File: config.mk
export PLATFORM = sky130hd
export DESIGN_NAME = truth_table_sweeper
export DESIGN_NICKNAME = d
export VERILOG_FILES = /design/src/rtl/truth_table_sweeper.sv
export SDC_FILE = /design/constraint.sdc
export NUM_CORES = 1
export LEC_CHECK = 0
export ABC_CLOCK_PERIOD_IN_PS = 2550
export CORE_MARGIN = 2
export CORE_UTILIZATION = 58
export CTS_BUF_LIST = sky130_fd_sc_hd__clkbuf_16
export DETAILED_ROUTE_END_ITERATION = 6
export HOLD_SLACK_MARGIN = 0.02
export PLACE_DENSITY = 0.87
export SETUP_SLACK_MARGIN = 0.1
export SYNTH_ARGS = -nofsm -noshare
export SYNTH_HDL_FRONTEND = slang
export SYNTH_SLANG_ARGS = --single-unit
File: constraint.sdc
create_clock -name clk -period 2.55 [get_ports clk]
set_input_delay 0.765 -clock clk [delete_from_list [all_inputs] [get_ports clk]]
set_output_delay 0.765 -clock clk [all_outputs]
set_load 0.1 [all_outputs]
File: src/rtl/truth_table_sweeper.sv
// truth_table_sweeper
//   Drives a combinational gate through every input combination. After each
//   combination is applied it waits a programmable settle time, then samples
//   the gate output. The samples are assembled into a 2^NUM_IN-bit truth table.
//
//   Build option: define SWEEP_GRAY_EN to apply the combinations in reflected
//   Gray-code order, so only one input toggles per step. The table is indexed
//   by the binary value of dut_in in both modes.
//
// Parameters
//   NUM_IN  number of gate inputs (1..8)
//   SETTLE  cycles to wait after applying a combination before sampling (1..255)
//
// Ports
//   clk          system clock, rising edge
//   rst          synchronous active-high reset
//   start        sweep request, sampled only when idle
//   dut_in       gate inputs; bit0 = in1
//   dut_out      gate output under characterisation
//   busy         sweep in progress
//   done         one-cycle pulse at sweep completion
//   table_out    captured table; bit k = gate output for input value k
//   table_valid  table_out holds a complete sweep
//
// state  | meaning
// -------+-------------------------------------------------------------
// IDLE   | dut_in parked at 0, waiting for start
// SETTLE | current combination applied, counting settle cycles
// SAMPLE | capture dut_out into the table, then step or finish
// DONE   | done pulse, table_valid raised, return to IDLE

module truth_table_sweeper #(
    parameter int NUM_IN = 2,
    parameter int SETTLE = 2
) (
    input  logic                   clk,
    input  logic                   rst,
    input  logic                   start,
    output logic [NUM_IN-1:0]      dut_in,
    input  logic                   dut_out,
    output logic                   busy,
    output logic                   done,
    output logic [2**NUM_IN-1:0]   table_out,
    output logic                   table_valid
);

    typedef enum logic [1:0] {
        ST_IDLE,
        ST_SETTLE,
        ST_SAMPLE,
        ST_DONE
    } state_t;

    // idx carries one spare bit so the last-index compare can never wrap.
    localparam logic [7:0]      SETTLE_LAST = 8'(SETTLE - 1);
    localparam logic [NUM_IN:0] IDX_LAST    = (NUM_IN + 1)'((2 ** NUM_IN) - 1);
    localparam logic [NUM_IN:0] IDX_ONE     = (NUM_IN + 1)'(1);

    state_t                state_q, state_d;
    logic [NUM_IN:0]       idx_q, idx_d;
    logic [7:0]            cnt_q, cnt_d;
    logic [NUM_IN-1:0]     dut_in_d;
    logic                  busy_d;
    logic                  done_d;
    logic [2**NUM_IN-1:0]  table_d;
    logic                  valid_d;

    // Maps a sweep index to the combination applied to the gate.
    function automatic logic [NUM_IN-1:0] combo(input logic [NUM_IN:0] i);
`ifdef SWEEP_GRAY_EN
        combo = NUM_IN'(i ^ (i >> 1));
`else
        combo = NUM_IN'(i);
`endif
    endfunction

    always_comb begin
        state_d  = state_q;
        idx_d    = idx_q;
        cnt_d    = cnt_q;
        dut_in_d = dut_in;
        busy_d   = busy;
        done_d   = 1'b0;
        table_d  = table_out;
        valid_d  = table_valid;

        case (state_q)
            ST_IDLE: begin
                busy_d   = 1'b0;
                dut_in_d = '0;
                if (start) begin
                    state_d = ST_SETTLE;
                    idx_d   = '0;
                    cnt_d   = '0;
                    busy_d  = 1'b1;
                    table_d = '0;
                    valid_d = 1'b0;
                end
            end

            ST_SETTLE: begin
                cnt_d = cnt_q + 8'd1;
                if (cnt_q == SETTLE_LAST) begin
                    state_d = ST_SAMPLE;
                end
            end

            ST_SAMPLE: begin
                // dut_in already holds combo(idx), which is the binary table
                // position in either ordering.
                table_d[dut_in] = dut_out;
                if (idx_q == IDX_LAST) begin
                    state_d  = ST_DONE;
                    dut_in_d = '0;
                    done_d   = 1'b1;
                    busy_d   = 1'b0;
                    valid_d  = 1'b1;
                end else begin
                    state_d  = ST_SETTLE;
                    idx_d    = idx_q + IDX_ONE;
                    dut_in_d = combo(idx_q + IDX_ONE);
                    cnt_d    = '0;
                end
            end

            ST_DONE: begin
                state_d = ST_IDLE;
            end

            default: begin
                state_d = ST_IDLE;
            end
        endcase
    end

    always_ff @(posedge clk) begin
        if (rst) begin
            state_q     <= ST_IDLE;
            idx_q       <= '0;
            cnt_q       <= '0;
            dut_in      <= '0;
            busy        <= 1'b0;
            done        <= 1'b0;
            table_out   <= '0;
            table_valid <= 1'b0;
        end else begin
            state_q     <= state_d;
            idx_q       <= idx_d;
            cnt_q       <= cnt_d;
            dut_in      <= dut_in_d;
            busy        <= busy_d;
            done        <= done_d;
            table_out   <= table_d;
            table_valid <= valid_d;
        end
    end

endmodule

==> metrics.cfg <==
[worst_setup_path]
endpoint_kind=flip-flop
crit_path_start=start
worstPathMaxFanout=11
path_class=in -> reg
slowest_delay_ns=0.72
crit_required_ns=2.69
arrival_ns=2.30
crit_family=simple AND/OR/NAND/NOR gates
path_cells=clkdlybuf4s50_1 -> nor3_1 -> nor4_1 -> mux2i_1
crit_slowest_cell=nor3_1
rr_startpoint=idx_q[0]$_SDFFE_PP0P_
critPathLaunchType=input pin
path_buf_inv=1

[timing]
hold_viol=0
timing.fmax_mhz=463
fin_crit_ns=2.16
relSlewSlack=0.394
tightest_slew_ns=0.902
finClkSkew_ns=0.00347
setup_violations=0
grt_setup_unrepaired=false
fin_tns_setup_ns=0
timing.final.crit_share=0.847
final_max_slew_viol_count=0

[clock_tree]
clk_latency_ns=0.26
clock-root-buffer=clkbuf_16
postCtsSetupBuffers=0
post_cts_resized=0
tritoncts=done
cts_sinks=22
h-tree-depth=1
clock_path_buffers=2
holdBufCountCts=0
clk_pin_slew_ns=0.06
cts_buffers=3

[hold_path]
worst_hold_startpoint=idx_q[2]$_SDFFE_PP0P_
hold_path_class=reg -> reg

[pwr]
power_frac_clock=0.508
ir_worst_vdd_mv=0.399
pwr-share-comb=0.075
total_power_uw=866
seqPwrFrac=0.417
leakage_nw=0.458
p_sw_uw=182
p_sw_frac=0.210
p_int_uw=685
p_per_area_mw_per_mm2=645

[routing]
drt-total-wl_um=2510
remaining_drc_errors=0
postRouteAntennaNets=0
first_iter_violations=27
vias=1059
vias_per_cell=6.09
drt_first_pass_iters=4
wire_per_inst_um=14.4

[floorplanning]
die_y_um=48.4
num_rows=16
pin_count=13
die_x_um=48.4
core_mm2=0.00190
die_area_mm2=0.00234
initial_core_util=0.600

[synthesis]
postSynthAreaPerCell_um2=8.27
yosys.area_share.simple=0.261
synth_nets=146
netlist_area_mm2=0.00114
synth.area.mux_share=0.0263
ys_seq_area_frac=0.386
yosysTopAreaCell=dfxtp_1
synth_cells=138
synth.area.top_cells=dfxtp_1 39%, a21oi_1 7.5%, o21ai_0 6.1%
synth_top_area_frac=0.386
synth_top_family_by_area=simple AND/OR/NAND/NOR gates
synth_xor_area_frac=0
ys_ff_latch=22
synthAdderAreaFrac=0.0439
synth_compound_area_frac=0.220
ys_warn_count=0
synth_cell_types=31

[global_route]
grt_max_degree=19
grt_pass1_wl_um=4310
track_usage=0.237
antenna_found_initial=0
grt_pass1_vias=970
gr-total-overflow=0

[place]
port_buffers=12
gp_congestion=0.857
hpwlAfterDp_um=1640

[layout]
n_fill_cell=149
syn_to_final_growth_pct=17.8
n_antenna_cell=0
nets=156
mostFrequentLayoutCell=dfxtp_1
layout_common_cells=22 x dfxtp_1, 17 x a21oi_1, 14 x o21ai_0
drive_above_1_share=0.116

[run]
drv_cap=0

[run_status]
outcome=completed

-- per-layer routing --
metal,track usage,part of all wire,vias to the layer above,wire [um]
met1,0.303,0.44,493,1110
met3,0.0401,0.050,7,125
met2,0.384,0.49,36,1220
li1,-,-,523,-
met4,0.124,0.021,0,53
met5,0,0,-,0
-- path summary, 6_finish.rpt --
check / to / slack (ns) / depth (start not counted)
worst max register to register: cnt_q[4]$_SDFFE_PP0P_ / 0.62 / 5
worst max-delay path: cnt_q[5]$_SDFFE_PP0P_ / 0.39 / 4
worst min-delay path: idx_q[2]$_SDFFE_PP0P_ / 0.47 / 2
worst min register to register: idx_q[2]$_SDFFE_PP0P_ / 0.47 / 2
-- per-stage QoR --
step / hold slack, ns / cell area, um^2 / util / setup WS [ns] / cells
final: 0.471 / 1340 / 0.707 / 0.389 / 174
after global routing: 0.489 / 1340 / 0.707 / 0.170 / 174
after global placement: 0.455 / 1240 / 0.651 / 0.193 / 170
after CTS: 0.473 / 1340 / 0.707 / 0.397 / 174
after detailed placement: 0.467 / 1240 / 0.651 / 0.112 / 170
after floorplan: 0.445 / 1140 / - / 0.771 / 138
-- registers in the layout (all words and copies together), names as in the netlist --
name	count
cnt_q	8
table_valid	1
table_out	4
dut_in	2
done	1
busy	1
idx_q	3
state_q	2
-- power groups by stage --
stage	sequential [mW]	combinational, mW	clock (mW)
finish	0.361	0.0652	0.440
CTS	0.361	0.0646	0.445
global route	0.362	0.0711	0.458
detailed placement	0.368	0.0631	0
floorplan	0.372	0.0426	0
global placement	0.368	0.0612	0
-- worst min-delay path, delay by kind of cell, from the launching register on --
kind	cells	cell delay [ns]
flops	1	0.32
simple gates	1	0.05
compound gates	1	0.05
-- Yosys cell counts --
cell type and instances:
or4b_2 1, o311ai_0 4, ha_1 4, a22oi_1 1
nor3b_1 3, nor2_1 6, o21a_1 1, a21oi_1 17
o21bai_1 2, nor3_1 3, nand4bb_1 1, nand3_1 6
nand2_1 6, nand3b_1 1, buf_6 2, or4_1 3
o21ai_0 14, mux2i_1 3, nor2b_1 7, buf_1 1
o41ai_1 1, and2_1 3, and2_0 1, o31ai_1 3
nand2b_1 3, inv_1 6, clkbuf_1 6, nand4_1 3
or3b_2 1, dfxtp_1 22, nor4_1 3
-- layout make-up --
cell class / count / area (um^2) / area share
Inverter: 6 / 22.5 / 0.0168
Multi-Input combinational cell: 101 / 629 / 0.468
Clock buffer: 3 / 75.1 / 0.0559
Sequential cell: 22 / 440 / 0.328
Clock inverter: 1 / 30.0 / 0.0223
Timing Repair Buffer: 14 / 113 / 0.0838
Tap cell: 27 / 33.8 / 0.0251
-- logic make-up (layout without fill, tap and decap cells) --
kind of cell    after synthesis  after routing
compound gates               43             43
fa+ha+maj                     4              4
buf+inv                      15             24
flops                        22             22
mux                           3              3
simple gates                 51             51
Note: power is estimated with default switching activity, not from simulation.
==> RTL change 1 (same settings) <==
Encoding of `state_t`: now one-hot (4 bits for 4 states).
--- a/src/rtl/truth_table_sweeper.sv
+++ b/src/rtl/truth_table_sweeper.sv
@@ -46,7 +46,7 @@
 
-    typedef enum logic [1:0] {
-        ST_IDLE,
-        ST_SETTLE,
-        ST_SAMPLE,
-        ST_DONE
+    typedef enum logic [3:0] {
+        ST_IDLE   = 4'b0001,
+        ST_SETTLE = 4'b0010,
+        ST_SAMPLE = 4'b0100,
+        ST_DONE   = 4'b1000
     } state_t;
Function: same outputs for any inputs over 10 cycles, from zero or initial values and one cycle with rst high; not proved beyond that.
==> RTL change 1 against the unedited design <==
  * Combinational power increased by 67%
  * Clock skew decreased by 1.7 ps
  * Routed wire length decreased by 7.5%
  * Power decreased by 1.7%
  * Global-route usage decreased by 3.8 points
  * Clock power decreased by 23%
  * Design area decreased by 0.74%
  * Area after synthesis increased by 1.4%
  * Setup slack improved by 26 ps
  * Sequential cell count increased by 2
==> RTL change 1: results (changes against the unedited design) <==
{
  "status": "complete, no violations",
  "postPlaceCellArea": {"value": 1255, "unit": "um^2", "change": "+1.3%"},
  "grtUsageMet2": {"value": 34.70, "unit": "%", "change": "-3.7 points"},
  "synth.lib_cells_used.distinct": {"value": 34, "change": "+9.7%"},
  "grt_start_max_net_pins": {"value": 15, "change": "-4"},
  "cell_area_after_layout": {"value": 1334, "unit": "um^2", "change": "-0.74%"},
  "worst-slew-pin-transition": {"value": 769.1, "unit": "ps", "change": "-133.0 ps"},
  "final.setup_skew": {"value": 1.775, "unit": "ps", "change": "-1.691 ps"},
  "post-route-drc-count": {"value": 0, "change": "unchanged"},
  "avgRoutedWirePerCell": {"value": 13.24, "unit": "um", "change": "-8.1%"},
  "initial_drc_count": {"value": 28, "change": "+3.7%"},
  "global_route.usage.met1": {"value": 24.31, "unit": "%", "change": "-6.0 points"},
  "first_global_vias": {"value": 875, "change": "-9.8%"},
  "worstPathArrival": {"value": 2250, "unit": "ps", "change": "-50 ps"},
  "num-nets-final": {"value": 157, "change": "+0.64%"},
  "grt_pass1_wl": {"value": 3753, "unit": "um", "change": "-13%"},
  "synth_top_cells_by_count": "24 x dfxtp_1, 17 x nand2_1, 14 x a21oi_1",
  "dp_hpwl": {"value": 1624, "unit": "um", "change": "-0.73%"},
  "power.internal": {"value": 0.6311, "unit": "mW", "change": "-7.8%"},
  "yosysSeqAreaShare": {"value": 41.51, "unit": "%", "change": "+2.9 points"},
  "top_regs": "cnt_q: 8 flops, state_q: 4 flops, table_out: 4 flops",
  "fillerInstances": {"value": 166, "change": "+11%"},
  "use_met3": {"value": 3.395, "unit": "%", "change": "-0.62 points"},
  "routabilityCongestion": {"value": 0.8120, "change": "-5.3%"},
  "global_routing_usage_summed_across_all_routing_layers": {"value": 19.82, "unit": "%", "change": "-3.8 points"},
  "antenna_found_initial": {"value": 0, "change": "unchanged"},
  "routed_via_density": {"value": 5.977, "change": "-1.8%"},
  "place_worst_setup_slack": {"value": 164.9, "unit": "ps", "change": "+53.13 ps"},
  "power.leakage": {"value": 0.4649, "unit": "nW", "change": "+1.5%"},
  "layout_min_cycle_time": {"value": 2135, "unit": "ps", "change": "-25.68 ps"},
  "drive_gt1_share": {"value": 10.14, "unit": "%", "change": "-1.4 points"},
  "synth_area_leaders": "dfxtp_1 42%, a21oi_1 6.1%, nand2_1 5.5%",
  "worst-path-max-fanout": {"value": 7, "change": "-4"},
  "vdd.ir_drop.worst": {"value": 524.4, "unit": "uV", "change": "+32%"},
  "reg2reg_setup_slack": {"value": 710, "unit": "ps", "change": "+90 ps"}
}
==> RTL change 1: cell types whose count changed after synthesis, moves of 4 or more <==
cell	unedited run	this run
o21ai_0	14	7
a311oi_1	0	4
o311ai_0	4	0
nand2_1	6	17
nor2b_1	7	2
nor2_1	6	13
nor3_1	3	9
clkbuf_1	6	1
nor4b_1	0	4
==> RTL change 1: worst paths after layout <==
| path | start | to | cells past startpoint |
|---|---|---|---|
| worst min register to register | table_valid | table_valid | 2 |
| worst min-delay path | table_valid | table_valid | 2 |
| worst max-delay path | start | cnt_q[6] | 5 |
| worst max register to register | idx_q[0] | cnt_q[6] | 6 |
==> RTL change 1: cells by family after synthesis <==
group | after synthesis | share of synthesized area (%)
fa+ha+maj | 4 | 4.324
mux | 1 | 0.8649
simple gates | 64 | 30.38
compound gates | 34 | 18.05
flops | 24 | 41.51
buf+inv | 11 | 4.864
==> RTL change 1: metrics by stage <==
stage                     cells  power, mW  util, %  hold slack (ps)
after floorplan             138     0.4964        -            435.6
after global placement      171     0.5168    65.30            448.1
after detailed placement    171     0.5197    65.30            455.7
after CTS                   175     0.8607    69.40            466.2
after global routing        175     0.8900    69.40            487.5
final                       175     0.8514    69.40            464.0
==> RTL change 1: worst max-delay path: stages <==
cell             delay, ps
clkdlybuf4s50_1        520
nor4bb_1               300
nor3_1                 100
nor2_1                 390
a311oi_1               170
==> RTL change 1: cell type report <==
class	instances	area, um^2	area share, %
Multi-Input combinational cell	103	620.6	46.53
Clock buffer	3	75.07	5.629
Inverter	4	15.01	1.126
Sequential cell	24	480.5	36.02
Clock inverter	1	3.754	0.2814
Tap cell	27	33.78	2.533
Timing Repair Buffer	13	105.1	7.880
==> RTL change 1: power groups by stage <==
stage,Combinational [mW],Clock [mW],Sequential [mW]
2_1_floorplan,0.0760,0,0.420
3_3_place_gp,0.106,0,0.410
3_5_place_dp,0.108,0,0.411
4_1_cts,0.109,0.349,0.403
5_1_grt,0.119,0.366,0.406
6_report,0.109,0.339,0.404
==> RTL change 1: per-layer routing <==
layer | vias to the layer above | routed length, um
li1 | 526 | -
met1 | 485 | 1022
met2 | 33 | 1155
met3 | 2 | 113
met4 | 0 | 25
met5 | - | 0
==> RTL change 2 (config.mk and constraints unchanged) <==
Made on the original files. `NUM_IN`: 2 -> 1. Comments in the files are not updated.
--- a/src/rtl/truth_table_sweeper.sv
+++ b/src/rtl/truth_table_sweeper.sv
@@ -32,3 +32,3 @@
 module truth_table_sweeper #(
-    parameter int NUM_IN = 2,
+    parameter int NUM_IN = 1,
     parameter int SETTLE = 2
Ports: changed (resized dut_in and table_out); port bits go from 13 to 10. No check against the original RTL was run, so the function may have changed too.
==> RTL change 2 against the unedited design <==
  * Sequential cell count down 4
  * Design area decreased by 15%
  * Area after synthesis down 14%
  * Setup slack improved by 220 ps
  * Routed wire length is 11% lower
  * Sequential share of layout area down 1.1 points
  * Critical endpoint is now cnt_q[7]
  * Power fell by 21%
  * Count of clock-buffer cells in the layout unchanged
==> RTL change 2: results (changes against the unedited design) <==
{
  "layout.area.seq": {"value": 360.3, "unit": "um^2", "change": "-18%"},
  "power.leakage": {"value": 0.3898, "unit": "nW", "change": "-15%"},
  "routabilityCongestion": {"value": 0.8456, "change": "-1.4%"},
  "fillerInstances": {"value": 110, "change": "-26%"},
  "synth_top_cells_by_count": "18 x dfxtp_1, 14 x o21ai_0, 12 x a21oi_1",
  "buffers_excl_clock": {"value": 11, "change": "-3"},
  "synthCells": {"value": 121, "change": "-12%"},
  "place_worst_setup_slack": {"value": 362.0, "unit": "ps", "change": "+250.3 ps"},
  "placedCellCount": {"value": 140, "change": "-18%"},
  "reg2reg_setup_slack": {"value": 740, "unit": "ps", "change": "+120 ps"},
  "drive_gt1_share": {"value": 10.24, "unit": "%", "change": "-1.3 points"},
  "swShare": {"value": 23.67, "unit": "%", "change": "+2.7 points"},
  "synth.net_count": {"value": 128, "change": "-12%"},
  "dr_wl_met2": {"value": 1086, "unit": "um", "change": "-11%"},
  "avgRoutedWirePerCell": {"value": 15.59, "unit": "um", "change": "+8.2%"},
  "wl_met3": {"value": 89, "unit": "um", "change": "-29%"},
  "status": "complete, no violations",
  "path_delay_family": "compound AO/OA/AOI/OAI gates",
  "num_vias": {"value": 917, "change": "-13%"},
  "finalWirelength": {"value": 2229, "unit": "um", "change": "-11%"},
  "placement.io_buffers": {"value": 9, "change": "-3"},
  "worst_slew_margin_rel": {"value": 64.32, "unit": "%", "change": "+25 points"},
  "final.setup_skew": {"value": 3.720, "unit": "ps", "change": "+0.2547 ps"},
  "postPlaceCellArea": {"value": 1061, "unit": "um^2", "change": "-14%"},
  "cpMaxStageDelayCell": "clkdlybuf4s50_1",
  "hold_path.startpoint": "idx_q[1]",
  "first_global_vias": {"value": 821, "change": "-15%"},
  "final_critical_path_setup_slack": {"value": 612.0, "unit": "ps", "change": "+222.6 ps"},
  "use_met3": {"value": 3.600, "unit": "%", "change": "-0.41 points"},
  "yosysSeqAreaShare": {"value": 36.64, "unit": "%", "change": "-2.0 points"},
  "clock_cell_area_share": {"value": 6.608, "unit": "%", "change": "-1.2 points"},
  "clock_sinks": {"value": 18, "change": "-18%"},
  "reg2reg_from": "state_q[1]",
  "global_route.usage.met1": {"value": 30.67, "unit": "%", "change": "+0.38 points"}
}
==> RTL change 2: cell count changes in the layout (fill, tap and decap cells not counted), moves of 3 or more <==
| cell | unedited run | this run |
|---|---|---|
| dfxtp_1 | 22 | 18 |
| nor2_1 | 6 | 9 |
| buf_4 | 11 | 8 |
| nor4_1 | 3 | 0 |
| a21oi_1 | 17 | 12 |
| o31ai_1 | 3 | 0 |
| o211ai_1 | 0 | 6 |
| o311ai_0 | 4 | 1 |
| a211oi_1 | 0 | 3 |
| nor2b_1 | 7 | 2 |
==> RTL change 2: cells by family after synthesis <==
kind of cell,count (synthesis),synth area share [%]
multiplexers,5,5.089
AO/OA/AOI/OAI,41,25.19
AND/OR/NAND/NOR,39,22.77
adder cells (fa/ha/maj),3,3.817
XOR/XNOR,1,0.8907
buffers and inverters,14,5.598
flip-flops,18,36.64
==> RTL change 2: final timing paths <==
check,cells past startpoint,endpoint
min reg2reg,2,idx_q[1]
max,4,cnt_q[7]
max reg2reg,3,cnt_q[7]
min,2,idx_q[1]
